--- src/rtl/fetch_unit_if.sv ---
// fetch_unit_if: bus between the fetch stage and its environment.
//   master : run control (start), instruction-memory data, controller decisions
//   slave  : fetch_unit side; returns address, TYP/OP, instr_valid, done, count
interface fetch_unit_if #(
  parameter int PC_W    = 10,
  parameter int INSTR_W = 9,
  parameter int CNT_W   = 16
);
  logic               start;
  logic [INSTR_W-1:0] instr_in;
  logic               br_ctrl;
  logic               jmp_ctrl;
  logic               br_cond;
  logic [7:0]         target;
  logic [PC_W-1:0]    instr_addr;
  logic               typ;
  logic [3:0]         op;
  logic               instr_valid;
  logic               done;
  logic [CNT_W-1:0]   cycle_cnt;

  modport master (
    output start, instr_in, br_ctrl, jmp_ctrl, br_cond, target,
    input  instr_addr, typ, op, instr_valid, done, cycle_cnt
  );

  modport slave (
    input  start, instr_in, br_ctrl, jmp_ctrl, br_cond, target,
    output instr_addr, typ, op, instr_valid, done, cycle_cnt
  );
endinterface

--- src/rtl/fetch_unit.sv ---
// fetch_unit: instruction fetch stage. Owns the PC, drives the instruction
// address, slices TYP/OP for the controller, applies branch/jump decisions on
// the next edge and runs IDLE -> RUN -> HALT with a start/done handshake.
// Ports:
//   clk   : rising-edge clock
//   reset : asynchronous active-high reset
//   bus   : fetch_unit_if.slave (start, instr_in, br_ctrl, jmp_ctrl, br_cond,
//           target in; instr_addr, typ, op, instr_valid, done, cycle_cnt out)
module fetch_unit #(
  parameter int                 PC_W       = 10,
  parameter int                 INSTR_W    = 9,
  parameter logic [PC_W-1:0]    START_ADDR = '0,
  parameter logic [INSTR_W-1:0] HALT_INSTR = 9'h0FF,
  parameter int                 CNT_W      = 16
) (
  input logic          clk,
  input logic          reset,
  fetch_unit_if.slave  bus
);

  typedef enum logic [1:0] {IDLE, RUN, HALT} state_t;

  state_t           state;
  logic [PC_W-1:0]  pc;
  logic [CNT_W-1:0] cnt;
  logic             done_q;

  logic             is_halt;
  logic             exec;
  logic [PC_W-1:0]  pc_next;

  assign is_halt = (bus.instr_in == HALT_INSTR);
  // The halt word itself is not executed: valid drops in the cycle it appears.
  assign exec    = (state == RUN) && !is_halt;

  // Jump outranks branch; offsets wrap modulo 2^PC_W by plain truncation.
  always_comb begin
    pc_next = pc + 1'b1;
    if (bus.jmp_ctrl)
      pc_next = {{(PC_W-8){1'b0}}, bus.target};
    else if (bus.br_ctrl && bus.br_cond)
      pc_next = pc + {{(PC_W-8){bus.target[7]}}, bus.target};
  end

  always_ff @(posedge clk or posedge reset) begin
    if (reset) begin
      state  <= IDLE;
      pc     <= START_ADDR;
      cnt    <= '0;
      done_q <= 1'b0;
    end else begin
      case (state)
        IDLE, HALT: begin
          if (bus.start) begin
            state  <= RUN;
            pc     <= START_ADDR;
            cnt    <= '0;
            done_q <= 1'b0;
          end
        end
        RUN: begin
          if (is_halt) begin
            state  <= HALT;
            done_q <= 1'b1;
          end else begin
            pc <= pc_next;
            if (cnt != '1) cnt <= cnt + 1'b1;
          end
        end
        default: begin
          state  <= IDLE;
          pc     <= START_ADDR;
          cnt    <= '0;
          done_q <= 1'b0;
        end
      endcase
    end
  end

  assign bus.instr_addr  = pc;
  assign bus.typ         = bus.instr_in[INSTR_W-1];
  assign bus.op          = bus.instr_in[INSTR_W-2 -: 4];
  assign bus.instr_valid = exec;
  assign bus.done        = done_q;
  assign bus.cycle_cnt   = cnt;

endmodule

--- src/flat_wrapper.sv ---
// flat-port wrapper written by rule: the top's interface ports become plain ports
module fetch_unit_flat 
#(
  parameter int                 PC_W       = 10,
  parameter int                 INSTR_W    = 9,
  parameter logic [PC_W-1:0]    START_ADDR = '0,
  parameter logic [INSTR_W-1:0] HALT_INSTR = 9'h0FF,
  parameter int                 CNT_W      = 16
)
  (clk, reset, bus_start, bus_instr_in, bus_br_ctrl, bus_jmp_ctrl, bus_br_cond, bus_target, bus_instr_addr, bus_typ, bus_op, bus_instr_valid, bus_done, bus_cycle_cnt);
  fetch_unit_if #(.PC_W(PC_W), .INSTR_W(INSTR_W), .CNT_W(CNT_W)) bus_i ();
  input logic clk;
  input logic reset;
  input wire logic [$bits(bus_i.start)-1:0] bus_start;
  input wire logic [$bits(bus_i.instr_in)-1:0] bus_instr_in;
  input wire logic [$bits(bus_i.br_ctrl)-1:0] bus_br_ctrl;
  input wire logic [$bits(bus_i.jmp_ctrl)-1:0] bus_jmp_ctrl;
  input wire logic [$bits(bus_i.br_cond)-1:0] bus_br_cond;
  input wire logic [$bits(bus_i.target)-1:0] bus_target;
  output wire logic [$bits(bus_i.instr_addr)-1:0] bus_instr_addr;
  output wire logic [$bits(bus_i.typ)-1:0] bus_typ;
  output wire logic [$bits(bus_i.op)-1:0] bus_op;
  output wire logic [$bits(bus_i.instr_valid)-1:0] bus_instr_valid;
  output wire logic [$bits(bus_i.done)-1:0] bus_done;
  output wire logic [$bits(bus_i.cycle_cnt)-1:0] bus_cycle_cnt;
  assign bus_i.start = bus_start;
  assign bus_i.instr_in = bus_instr_in;
  assign bus_i.br_ctrl = bus_br_ctrl;
  assign bus_i.jmp_ctrl = bus_jmp_ctrl;
  assign bus_i.br_cond = bus_br_cond;
  assign bus_i.target = bus_target;
  assign bus_instr_addr = bus_i.instr_addr;
  assign bus_typ = bus_i.typ;
  assign bus_op = bus_i.op;
  assign bus_instr_valid = bus_i.instr_valid;
  assign bus_done = bus_i.done;
  assign bus_cycle_cnt = bus_i.cycle_cnt;
  fetch_unit #(.PC_W(PC_W), .INSTR_W(INSTR_W), .START_ADDR(START_ADDR), .HALT_INSTR(HALT_INSTR), .CNT_W(CNT_W)) u_core (.clk(clk), .reset(reset), .bus(bus_i));
endmodule
--- config.mk ---
export PLATFORM = sky130hd
export DESIGN_NAME = fetch_unit_flat
export DESIGN_NICKNAME = d
export VERILOG_FILES = /design/src/rtl/fetch_unit_if.sv /design/src/rtl/fetch_unit.sv /design/src/flat_wrapper.sv
export SDC_FILE = /design/constraint.sdc
export NUM_CORES = 1
export LEC_CHECK = 0
export CAP_MARGIN = 20
export CORE_MARGIN = 2
export CORE_UTILIZATION = 52
export DETAILED_ROUTE_END_ITERATION = 10
export GPL_TIMING_DRIVEN = 0
export PLACE_DENSITY = 0.91
export SLEW_MARGIN = 15
export SYNTH_ARGS = -nofsm -noshare
export SYNTH_HDL_FRONTEND = slang
export SYNTH_SLANG_ARGS = --single-unit
--- constraint.sdc ---
create_clock -name clk -period 5.3 [get_ports clk]
set_input_delay 0.53 -clock clk [delete_from_list [all_inputs] [get_ports clk]]
set_output_delay 0.53 -clock clk [all_outputs]
set_load 0.01 [all_outputs]
==> metrics.csv <==
metric;value;unit
final setup violation count;0;
core area;3630;um2
Seq/Total Area, Yosys;35.9;%
FMAX;0.349;GHz
Synth Area in Compound Gates;17.9;%
RSZ-0062 raised after global routing;false;
Ports;56;
vias;1862;
Hold Buf Count CTS;0;
Slew HR;61.7;%
CTS sink count;28;
Final period util;54.1;%
final wirelength;4870;um
PD cells;352;nW/um2
Seq pwr share;34.5;%
final-report hold violation count;0;
Worst Skew;0.00198;ns
GP Congestion;0.845;
synthesis-stage register bit count;28;
Final min period;2.87;ns
Die W;65.3;um
CP Launch Type;input pin;
clock buffer depth;2;
Pint;0.000593;W
layout net count;309;
Post-CTS Setup Bufs;0;
slowest cell on the critical path;clkdlybuf4s50_1;
Post-DP HPWL;3700;um
PortBufs;55;
CTS tree;built;
die height;65.3;um
R2R setup slack;3.04;ns
Gate power share;47.2;%
initial antenna violation count;0;
max_cap viols;0;
Crit path max-delay family;buffers and inverters;
largest net degree at the start of global routing;29;
Initial Util;53.8;%
Synth cell types;49;
all-layer global routing usage;23.8;%
run status;finished clean;
DR WL/cell;15.1;um
R2R cell count;8;
met1 usage;28.6;%
Synth Area in Simple Gates;24.8;%
# resized after CTS;0;
required time of the critical path;4.77;ns
Yosys Warn Count;0;
worst reg2reg endpoint;u_core.bus.instr_addr[8];
Post-synth ARST share;100;%
number of global-route vias before repair;1787;
clk_lat worst skew;0.27;ns
Crit. End Element;primary output;
syn_nets;248;
Fin Hold WS;0.514;ns
xor/xnor share of the synthesized area;7.62;%
Worst Max-Slew Pin Slew;0.572;ns
Critical Path Max Stage Delay;0.50;ns
fin. max-slew vios;0;
synthesized area;1950;um2
Hold/Removal Path Class;input pin to asynchronous set/reset pin;
CP Cell Sequence;clkdlybuf4s50_1, nand4_2, o31ai_4, inv_2, clkdlybuf4s50_1;
CTS buffer count;3;
Setup TNS;0;ns
Via density;5.78;
worst vdd ir;247;uV
remaining antenna violation count after routing;0;
GR peak layer;met2;
total die area;4260;um2
syn_area_per_cell;9.13;um2
global-route wire length before repair;8050;um
cells after synthesis;214;
GR Layer Usage met3;3.08;%
1st-pass router iterations;6;
drt initial violations;96;
Top FF cell, synth;dfrtp_1;
Area Growth Syn to Fin;35.7;%
P_sw;0.000340;W
ANT cells;0;
GRT met2 Usage;44.1;%
switching fraction of total power;36.4;%
Rows;22;
CTS H-tree lvls;1;
most used cell, CP;clkdlybuf4s50_1;
share of cells above drive strength 1;9.12;%
multiplexer share of the synthesized area;2.11;%
main combinational cell family by area after synthesis;simple AND/OR/NAND/NOR gates;
Synth Area in Adders;7.43;%
GR Overflow Total;0;
DR DRC count;0;
root buffer cell;clkbuf_8;
clock power share;18.3;%
CP Max Fanout;8;
CP bufs+invs;3;
Setup CP Type;input pin to primary output;
EDFF count, synth;0;
instance count on the critical path;5;
worst r2r src;u_core.bus.instr_addr[0];
crit path from;bus_instr_in[6];
Leak Pwr;1.17;nW
clock-pin slew on the worst setup and hold paths;0.10;ns
CP arrival;2.34;ns
worst setup path endpoint;bus_instr_valid;
## layer usage
metal | up-vias | part of all wire [%]
met5 | - | 0
met3 | 6 | 6.4
met4 | 0 | 0.82
li1 | 894 | -
met1 | 882 | 42
met2 | 80 | 51
## synth_stat cells (2+ instances only)
cell      count  area (um2)
a22o_1        3        26.3
and3_1       10        62.6
clkbuf_1      2        7.51
xnor2_1       6        52.6
a31oi_1       3        18.8
nand2_1      22        82.6
nand4_1       6        37.5
nand2b_1      2        12.5
a21oi_1      10        50.1
a32oi_1       2        17.5
nor3_1        4        20.0
o31ai_1       2        15.0
buf_4         5        37.5
xor2_1       11        96.3
or2_1         2        12.5
o21bai_1      2        15.0
o21ai_0       6        30.0
and2_4        2        17.5
o21ai_1      11        55.1
mux2i_1       3        30.0
nand3b_1      2        15.0
dfrtp_1      28         701
inv_1         5        18.8
nor2_1       18        67.6
and2_1        2        12.5
nand3_1      13        65.1
ha_1         10         125
## power groups by stage
stage | clock network (W) | registers, W | logic (W)
floorplan | 0 | 0.000336 | 0.000242
global placement | 0 | 0.000322 | 0.000419
detailed placement | 0 | 0.000324 | 0.000436
CTS | 0.000172 | 0.000321 | 0.000438
global route | 0.000182 | 0.000331 | 0.000478
finish | 0.000171 | 0.000322 | 0.000440
## logic make-up after synthesis
family          after synthesis
fa+ha+maj                    11
compound gates               49
mux                           4
simple gates                 90
flops                        28
xor+xnor                     17
buf+inv                      15
## sequential cells by signal, indices dropped and copies added (netlist names)
| signal | count |
|---|---|
| u_core.bus.cycle_cnt | 16 |
| u_core.state | 2 |
| u_core.bus.instr_addr | 10 |
## worst reg2reg max path, stage by stage, from the launching register on
cell	delay [ns]
dfrtp_1	0.42
ha_1	0.24
fa_1	0.42
a21oi_1	0.21
o21ai_1	0.11
a2111oi_0	0.40
nor3_1	0.14
xnor2_1	0.14
o21ai_1	0.12
## worst min path at each step
stage                             startpoint                  endpoint  depth (start not counted)
global placement    u_core.bus.instr_addr[3]  u_core.bus.instr_addr[3]                          2
CTS                 u_core.bus.instr_addr[3]  u_core.bus.instr_addr[3]                          2
finish                                 reset  u_core.bus.instr_addr[7]                          2
global route                           reset  u_core.bus.cycle_cnt[12]                          2
floorplan            u_core.bus.cycle_cnt[8]   u_core.bus.cycle_cnt[8]                          1
detailed placement  u_core.bus.instr_addr[3]  u_core.bus.instr_addr[3]                          2
## stage by stage
step	instances	utilization [%]	area, um2	setup slack [ns]	power, W
after floorplan	214	-	1950	2.99	0.000578
final	322	73.0	2650	2.43	0.000933
after CTS	321	72.6	2640	2.43	0.000931
after detailed placement	317	70.6	2560	2.24	0.000761
after global placement	317	70.6	2560	2.25	0.000741
after global routing	322	73.0	2650	2.33	0.000991
## cell type report
| class | count | area (um2) |
|---|---|---|
| buffer | 9 | 61.3 |
| sequential | 28 | 701 |
| inverter | 6 | 22.5 |
| multi-input combinational | 171 | 1170 |
| clock inverter | 1 | 30.0 |
| timing repair buffer | 56 | 566 |
| clock buffer | 3 | 41.3 |
| tap | 48 | 60.1 |
| fill | 273 | 982 |
## placed cells by master, fill, tap and decap left out, types with 2 or more instances in the layout
cell,count
clkdlybuf4s50_1,55
xor2_1,11
o21bai_1,2
nand2_1,22
a22o_1,3
nand3b_1,2
a21oi_1,10
nor3_1,4
inv_1,4
or2_1,2
and2_4,2
a32oi_1,2
clkbuf_8,3
o31ai_1,2
dfrtp_1,28
ha_1,10
mux2i_1,3
and3_1,10
a31oi_1,3
nand3_1,13
nor2_1,18
nand2b_1,2
nand4_1,6
buf_4,5
and2_1,2
o21ai_0,6
xnor2_1,6
o21ai_1,11
clkbuf_1,2
(Power assumes the default switching activity.)
